==> src/rtl/mux_n_to_1_rr_reg_pkg.sv <==
// Shared definitions for the round-robin registered N:1 multiplexer:
// width helpers and the arbitration mode encodings.
package mux_n_to_1_rr_reg_pkg;

  localparam int MODE_BEAT = 0;
  localparam int MODE_PKT  = 1;

  function automatic int clog2(input int n);
    int r;
    r = 0;
    while ((1 << r) < n) r++;
    return r;
  endfunction

  // Select fields are never narrower than one bit, even for a single channel.
  function automatic int sel_width(input int n);
    return (clog2(n) < 1) ? 1 : clog2(n);
  endfunction

endpackage

==> src/rtl/mux_n_to_1_rr_arbiter.sv <==
// Round-robin request arbiter: cyclic first-valid search starting at the
// pointer, or a fixed grant to the locked channel while a packet is in flight.
module rr_arbiter_n
  import mux_n_to_1_rr_reg_pkg::*;
#(
  parameter  int N_IN  = 4,
  localparam int SEL_W = sel_width(N_IN)
) (
  input  logic [N_IN-1:0]  req,
  input  logic [SEL_W-1:0] ptr,
  input  logic             lock,
  input  logic [SEL_W-1:0] lock_idx,
  output logic [N_IN-1:0]  grant,
  output logic [SEL_W-1:0] grant_idx,
  output logic             grant_vld
);

  function automatic logic [SEL_W-1:0] wrap_add(input logic [SEL_W-1:0] base,
                                                 input int ofs);
    int s;
    s = int'(base) + ofs;
    if (s >= N_IN) s = s - N_IN;
    return SEL_W'(s);
  endfunction

  logic [SEL_W-1:0] cand;

  always_comb begin
    grant     = '0;
    grant_idx = '0;
    grant_vld = 1'b0;
    cand      = '0;
    if (lock) begin
      // A locked channel that is momentarily idle still blocks everyone else.
      if (req[lock_idx]) begin
        grant[lock_idx] = 1'b1;
        grant_idx       = lock_idx;
        grant_vld       = 1'b1;
      end
    end else begin
      for (int k = 0; k < N_IN; k++) begin
        cand = wrap_add(ptr, k);
        if (!grant_vld && req[cand]) begin
          grant[cand] = 1'b1;
          grant_idx   = cand;
          grant_vld   = 1'b1;
        end
      end
    end
  end

endmodule

==> src/rtl/mux_n_to_1_rr_reg.sv <==
// Registered N:1 datapath multiplexer with per-channel valid/ready and a
// round-robin arbiter; optional packet mode holds the grant until in_last.
module mux_n_to_1_rr_reg
  import mux_n_to_1_rr_reg_pkg::*;
#(
  parameter  int WIDTH    = 64,
  parameter  int N_IN     = 4,
  parameter  int PKT_MODE = MODE_BEAT,
  localparam int SEL_W    = sel_width(N_IN)
) (
  input  logic                  clk,
  input  logic                  reset,
  input  logic [N_IN*WIDTH-1:0] in_data,
  input  logic [N_IN-1:0]       in_vld,
  input  logic [N_IN-1:0]       in_last,
  output logic [N_IN-1:0]       in_rdy,
  output logic [WIDTH-1:0]      out_data,
  output logic                  out_last,
  output logic [SEL_W-1:0]      out_sel,
  output logic                  out_vld,
  input  logic                  out_rdy
);

  localparam bit USE_LOCK = (PKT_MODE == MODE_PKT);

  function automatic logic [SEL_W-1:0] ptr_next(input logic [SEL_W-1:0] idx);
    if (idx == SEL_W'(N_IN - 1)) return '0;
    return idx + 1'b1;
  endfunction

  logic [SEL_W-1:0] ptr;
  logic             lock;
  logic [SEL_W-1:0] lock_idx;

  logic [N_IN-1:0]  grant_p0;
  logic [SEL_W-1:0] grant_idx_p0;
  logic             grant_vld_p0;
  logic             load_en_p0;
  logic             accept_p0;
  logic [WIDTH-1:0] sel_data_p0;
  logic             sel_last_p0;

  logic             vld_p1;
  logic [WIDTH-1:0] data_p1;
  logic             last_p1;
  logic [SEL_W-1:0] sel_p1;

  // ---- stage p0: arbitration and selection ----
  rr_arbiter_n #(
    .N_IN(N_IN)
  ) u_arb (
    .req      (in_vld),
    .ptr      (ptr),
    .lock     (lock),
    .lock_idx (lock_idx),
    .grant    (grant_p0),
    .grant_idx(grant_idx_p0),
    .grant_vld(grant_vld_p0)
  );

  assign load_en_p0  = !vld_p1 || out_rdy;
  assign accept_p0   = grant_vld_p0 && load_en_p0 && !reset;
  assign in_rdy      = grant_p0 & {N_IN{load_en_p0 && !reset}};
  assign sel_data_p0 = in_data[grant_idx_p0*WIDTH +: WIDTH];
  assign sel_last_p0 = in_last[grant_idx_p0];

  always_ff @(posedge clk) begin
    if (reset) begin
      ptr      <= '0;
      lock     <= 1'b0;
      lock_idx <= '0;
    end else if (accept_p0) begin
      if (USE_LOCK && !sel_last_p0) begin
        lock     <= 1'b1;
        lock_idx <= grant_idx_p0;
      end else begin
        lock <= 1'b0;
        ptr  <= ptr_next(grant_idx_p0);
      end
    end
  end

  // ---- stage p1: output register ----
  always_ff @(posedge clk) begin
    if (reset) begin
      vld_p1  <= 1'b0;
      data_p1 <= '0;
      last_p1 <= 1'b0;
      sel_p1  <= '0;
    end else if (load_en_p0) begin
      vld_p1 <= accept_p0;
      if (accept_p0) begin
        data_p1 <= sel_data_p0;
        last_p1 <= sel_last_p0;
        sel_p1  <= grant_idx_p0;
      end
    end
  end

  assign out_vld  = vld_p1;
  assign out_data = data_p1;
  assign out_last = last_p1;
  assign out_sel  = sel_p1;

  a_rdy_onehot: assert property (@(posedge clk) $onehot0(in_rdy));

  a_stall_hold: assert property (@(posedge clk) disable iff (reset)
    (out_vld && !out_rdy) |=> (out_vld && $stable(out_data) && $stable(out_sel)));

endmodule

==> config.mk <==
export PLATFORM = sky130hd
export DESIGN_NAME = mux_n_to_1_rr_reg
export DESIGN_NICKNAME = d
export VERILOG_FILES = /design/src/rtl/mux_n_to_1_rr_reg_pkg.sv /design/src/rtl/mux_n_to_1_rr_arbiter.sv /design/src/rtl/mux_n_to_1_rr_reg.sv
export SDC_FILE = /design/constraint.sdc
export NUM_CORES = 1
export LEC_CHECK = 0
export ABC_AREA = 1
export CAP_MARGIN = 20
export CELL_PAD_IN_SITES_DETAIL_PLACEMENT = 0
export CELL_PAD_IN_SITES_GLOBAL_PLACEMENT = 1
export CORE_ASPECT_RATIO = 0.75
export CORE_UTILIZATION = 23
export DETAILED_ROUTE_END_ITERATION = 8
export PLACE_DENSITY = 0.87
export SYNTH_ARGS = -nofsm -noshare
export SYNTH_HDL_FRONTEND = slang
export SYNTH_SLANG_ARGS = --single-unit
==> constraint.sdc <==
create_clock -name clk -period 2.1 [get_ports clk]
set_input_delay 0.42 -clock clk [delete_from_list [all_inputs] [get_ports clk]]
set_output_delay 0.42 -clock clk [all_outputs]
set_load 0.05 [all_outputs]
* Yosys cells after proc, flatten, opt, wreduce, memory -nomap -nowiden *
Cells that the tools add are included.
W data, S select, Z words.

word-level totals
  flip-flop bits (word level) = 70
  word-level logic and storage cells = 88

operators by class
  bitwise operators = 4
  shift-type cells = 1
  multiplexer cells = 39
  reductions and logical operators = 17
  add/subtract/negate cells = 8
  equal/unequal tests = 1
  $lt $le $gt $ge = 13

operators by type and width
  cell                   number
  $shiftx A256 B9 Y64    1
  $mux W2                10
  $mux W1                16
  $mux W4                4
  $lt A2 B3 Y1 const B   5
  $or A4 B4 Y4           3
  $bmux W1 S2            5
  $logic_and A1 B1 Y1    10
  $ge A3 B3 Y1 const B   3
  $demux W1 S2           4
  $ge A2 B1 Y1 const B   4
  $sub A2 B1 Y2 const B  4
  $add A2 B2 Y3 const B  2
  $logic_not A1 Y1       5
  $and A4 B4 Y4          1
  $add A2 B1 Y3 const B  1
  $ge A2 B3 Y1 const B   1
  $add A2 B1 Y2 const B  1
  $eq A2 B2 Y1 const B   1
  $reduce_and A2 Y1      1
  $logic_or A1 B1 Y1     1

* Longest topological paths before layout *
  depth in word-level cells = 19
  gate-level depth with buffers = 17

* Cells and area by module *
Synthesis repeated with hierarchy kept, for this count alone.

unflattened totals
  cells, all modules = 1094
  area, all modules = 5723.0 um2

modules (own cells, without submodules)
  module             instances  area an instance (um2)  cells an instance  seq. area each (um2)
  mux_n_to_1_rr_reg  1          5122.4                  989                1401.3
  rr_arbiter_n       1          600.6                   105                0.0

* Worst setup path after synthesis *
Ideal clock, no wire load.

  path type = flip-flop to output port
  from = reg ptr[0]
  to = out in_rdy[3]
  slack = -0.224 ns
  path buffers = 1
  stages on the path, launching flop included = 11
  required time = 1.680 ns
  data arrival time = 1.904 ns
  cell sequence = dfxtp_1 > buf_6 > inv_6 > ha_1 > inv_1 > nand3_1 > nand2_1 > nand4_1 > o2111ai_1 > nand2_1 > inv_1

between the ends
  longest elaborated chain between the ends = 15
  elaborated cells between the ends (all ways) = 60
  those cells by class = add/sub (7); order compare (12); mux (27); bitwise (4); reduce/logical (10)

RTL lines
  item                                                    RTL line                     RTL
  start, declared                                         mux_n_to_1_rr_reg.sv:31      logic [SEL_W-1:0] ptr;
  start signal, assigned                                  mux_n_to_1_rr_reg.sv:78      ptr <= ptr_next(grant_idx_p0);
  branches (longest 13 deep; another with $add A2 B1 Y3)  --
  $mux W4 *                                               mux_n_to_1_rr_arbiter.sv:43  if (!grant_vld && req[cand]) begin
  $and A4 B4 Y4 *                                         mux_n_to_1_rr_reg.sv:63      assign in_rdy = grant_p0 & {N_IN{load_en_p0 && !reset}};
  end, declared                                           mux_n_to_1_rr_reg.sv:16      output logic [N_IN-1:0] in_rdy,

Mark *: on every way between the ends. The select of a mux whose other input is x is not followed.

* Worst setup path after layout *
  from = reg ptr[0]
  to = out in_rdy[1]

The elaborated chain is that of the path after synthesis.

==> results.ini <==
[logic_synthesis]
yosysSeqAreaShare=0.2172
ys_async_sr_fraction=0
synth_edf_count=0
syn-instance-count=1186
ys_warn_count=0
synth.avg_cell_area_um2=5.441
mappedNetlistArea_mm2=0.006452
synth_fp_nets=1460
synth_ff_type=dfxtp_1
synth.distinct_cells=26
ys_ff_latch=70

[sta]
setup_viol=72
tns_ns=-10.85
skew_ns=0.006315
timing.slew.headroom=0.5807
rsz0062_at_grt=true
drv_slew=0
fin_crit_ns=2.477
finalHoldViolCount=0
tightest_slew_ns=0.6270
setup_ws_ns=-0.3767
post-route-period-util=1.179
whs_ns=0.4642
clock.fmax_mhz=403.8

[route]
wirelength_um=31970
drtAntennaViolNets=0
drt_iter0_drc=512
first_pass_iters=5
drcViolationCount=0
vias=9195
post_drt_wl_per_cell_um=16.49
vias_per_cell=4.742

[power]
p_comb_frac=0.840
power_uw=24790
power.share.sequential=0.091
ir_worst_vdd_v=0.0007596
p_int_uw=12550
power_frac_clock=0.069
p_leak_uw=0.006528
powerDensity_mw_per_mm2=1998
switchingPower_uw=12240
p_sw_frac=0.4937

[critical_path]
endpoint_kind=primary output
cp-start-kind=flop
critical_path_class=flop to primary output
crit_fanout=4
cp.arrival_ns=2.06
critPathRequiredTime_ns=1.68

[layout]
syn_to_final_growth_pct=92.28
fin_nets=1856
layout-drive-gt1-share=0.1481

[clocking]
cts_tree=yes
cts_sinks=70
cts-buffers-inserted=9
htree_levels=3
clock_latency_ns=0.34
cts_root_buf=clkbuf_16
path_clk_slew_ns=0.06
clock_path_buffers=2

[global_routing]
grt_usage=0.1942
grt_pass1_wl_um=44410
grt_pass1_vias=8257
grt_max_degree=57
grt_overflow=0
antenna_found_initial=1

[place]
dp_slack_ns=-0.4624
numPortBuffers=338
gp_congestion=0.9039
dp_hpwl_um=21730

[worst_hold_path]
min_path_type=flop to flop

[outcome]
violations=setup timing
status=complete, but fails checks

[die]
fp.dieH_um=147.1
rows=52
core_area_mm2=0.02726
die_x_um=195.4
ioPinCount=339
start_util=0.2367
dieArea_mm2=0.02874

[job]
max_cap_viol_count=0

[cell usage in the layout (no fill, tap or decap), drive strengths merged, types with 2 or more instances in the layout]
master         count
nand2            360
clkdlybuf4s50    326
inv              282
nand3            213
nand4            133
buf              129
dfxtp             70
clkbuf            28
nor2              12
ha                 7
o21ai              5
clkinvlp           4
dlygate4sd2        4
a21oi              4
a22oi              3
bufinv             2
clkinv             2
[worst max-delay path: stages (launching register included)]
cell and delay [ns]:
dfxtp_4 0.37, inv_6 0.04, ha_4 0.25, buf_6 0.12, nand2_2 0.05, nand2_2 0.06
buf_4 0.13, buf_4 0.13, nand4_1 0.09, nand3_1 0.08, nand2_1 0.12, clkinvlp_4 0.12
buf_12 0.15
[path summary, 6_finish.rpt]
| kind | startpoint | to | slack [ns] | depth (start not counted) |
|---|---|---|---|---|
| hold / removal | out_data[55] | out_data[55] | 0.46 | 2 |
| setup reg to reg | ptr[0] | out_data[49] | -0.20 | 18 |
| hold reg to reg | out_data[55] | out_data[55] | 0.46 | 2 |
| setup / recovery | ptr[0] | in_rdy[1] | -0.38 | 12 |
[power groups by stage]
| stage | logic (µW) | clock network, µW | registers, µW |
|---|---|---|---|
| detailed placement | 15400 | 0 | 2270 |
| finish | 20800 | 1700 | 2260 |
| global route | 22300 | 1830 | 2320 |
| CTS | 16900 | 1770 | 2260 |
| global placement | 15400 | 0 | 2270 |
| floorplan | 8030 | 0 | 3940 |
[metal layers]
layer | track usage | vias to the layer above | part of all wire
li1 | - | 4503 | -
met1 | 0.2504 | 4220 | 0.44
met2 | 0.3157 | 424 | 0.44
met3 | 0.05579 | 48 | 0.094
met4 | 0.05157 | 0 | 0.023
met5 | 0 | - | 0
[flip-flops by register name, summed over array words and instances, names as in the netlist]
register	flops
out_sel	2
out_data	64
out_last	1
ptr	2
out_vld	1
[cells by family after synthesis]
family,count (synthesis),synth area share
buffers and inverters,376,0.2350
flip-flops,70,0.2172
AND/OR/NAND/NOR,719,0.5212
AO/OA/AOI/OAI,14,0.01299
adder cells (fa/ha/maj),7,0.01357
[layout make-up]
type	count	area (µm²)
antenna	1	2.502
clock buffer	10	239.0
clock inverter	6	85.08
fill	2738	14850
inverter	284	1084
multi-input combinational	740	3772
sequential	70	1406
tap	351	439.2
timing repair buffer	477	5379
[synth_stat cells, drive strengths merged (3+ instances only)]
cell type | n | area (µm²)
nand4 | 133 | 832.1
dfxtp | 70 | 1401
clkbuf | 29 | 108.9
o21ai | 5 | 25.02
nand3 | 213 | 1094
a21oi | 4 | 20.02
nand2 | 360 | 1371
buf | 63 | 336.6
ha | 7 | 87.58
inv | 284 | 1071
nor2 | 12 | 61.31
a22oi | 3 | 22.52
[what timing repair did]
action                     4_1_cts  5_1_grt
pin swaps                       10       15
hold buffers                     0        0
setup endpoints to repair       67       73
setup buffers                   15       27
cloned                           4       23
resized for setup               38       72
[metrics by stage]
stage | cells | instance area (µm²) | utilization
6_report | 1939 | 12410 | 0.4551
5_1_grt | 1938 | 12400 | 0.4550
4_1_cts | 1891 | 11410 | 0.4184
3_5_place_dp | 1856 | 10750 | 0.3944
3_3_place_gp | 1856 | 10750 | 0.3944
2_1_floorplan | 1186 | 6475 | -
Note: power is estimated with default switching activity, not from simulation.
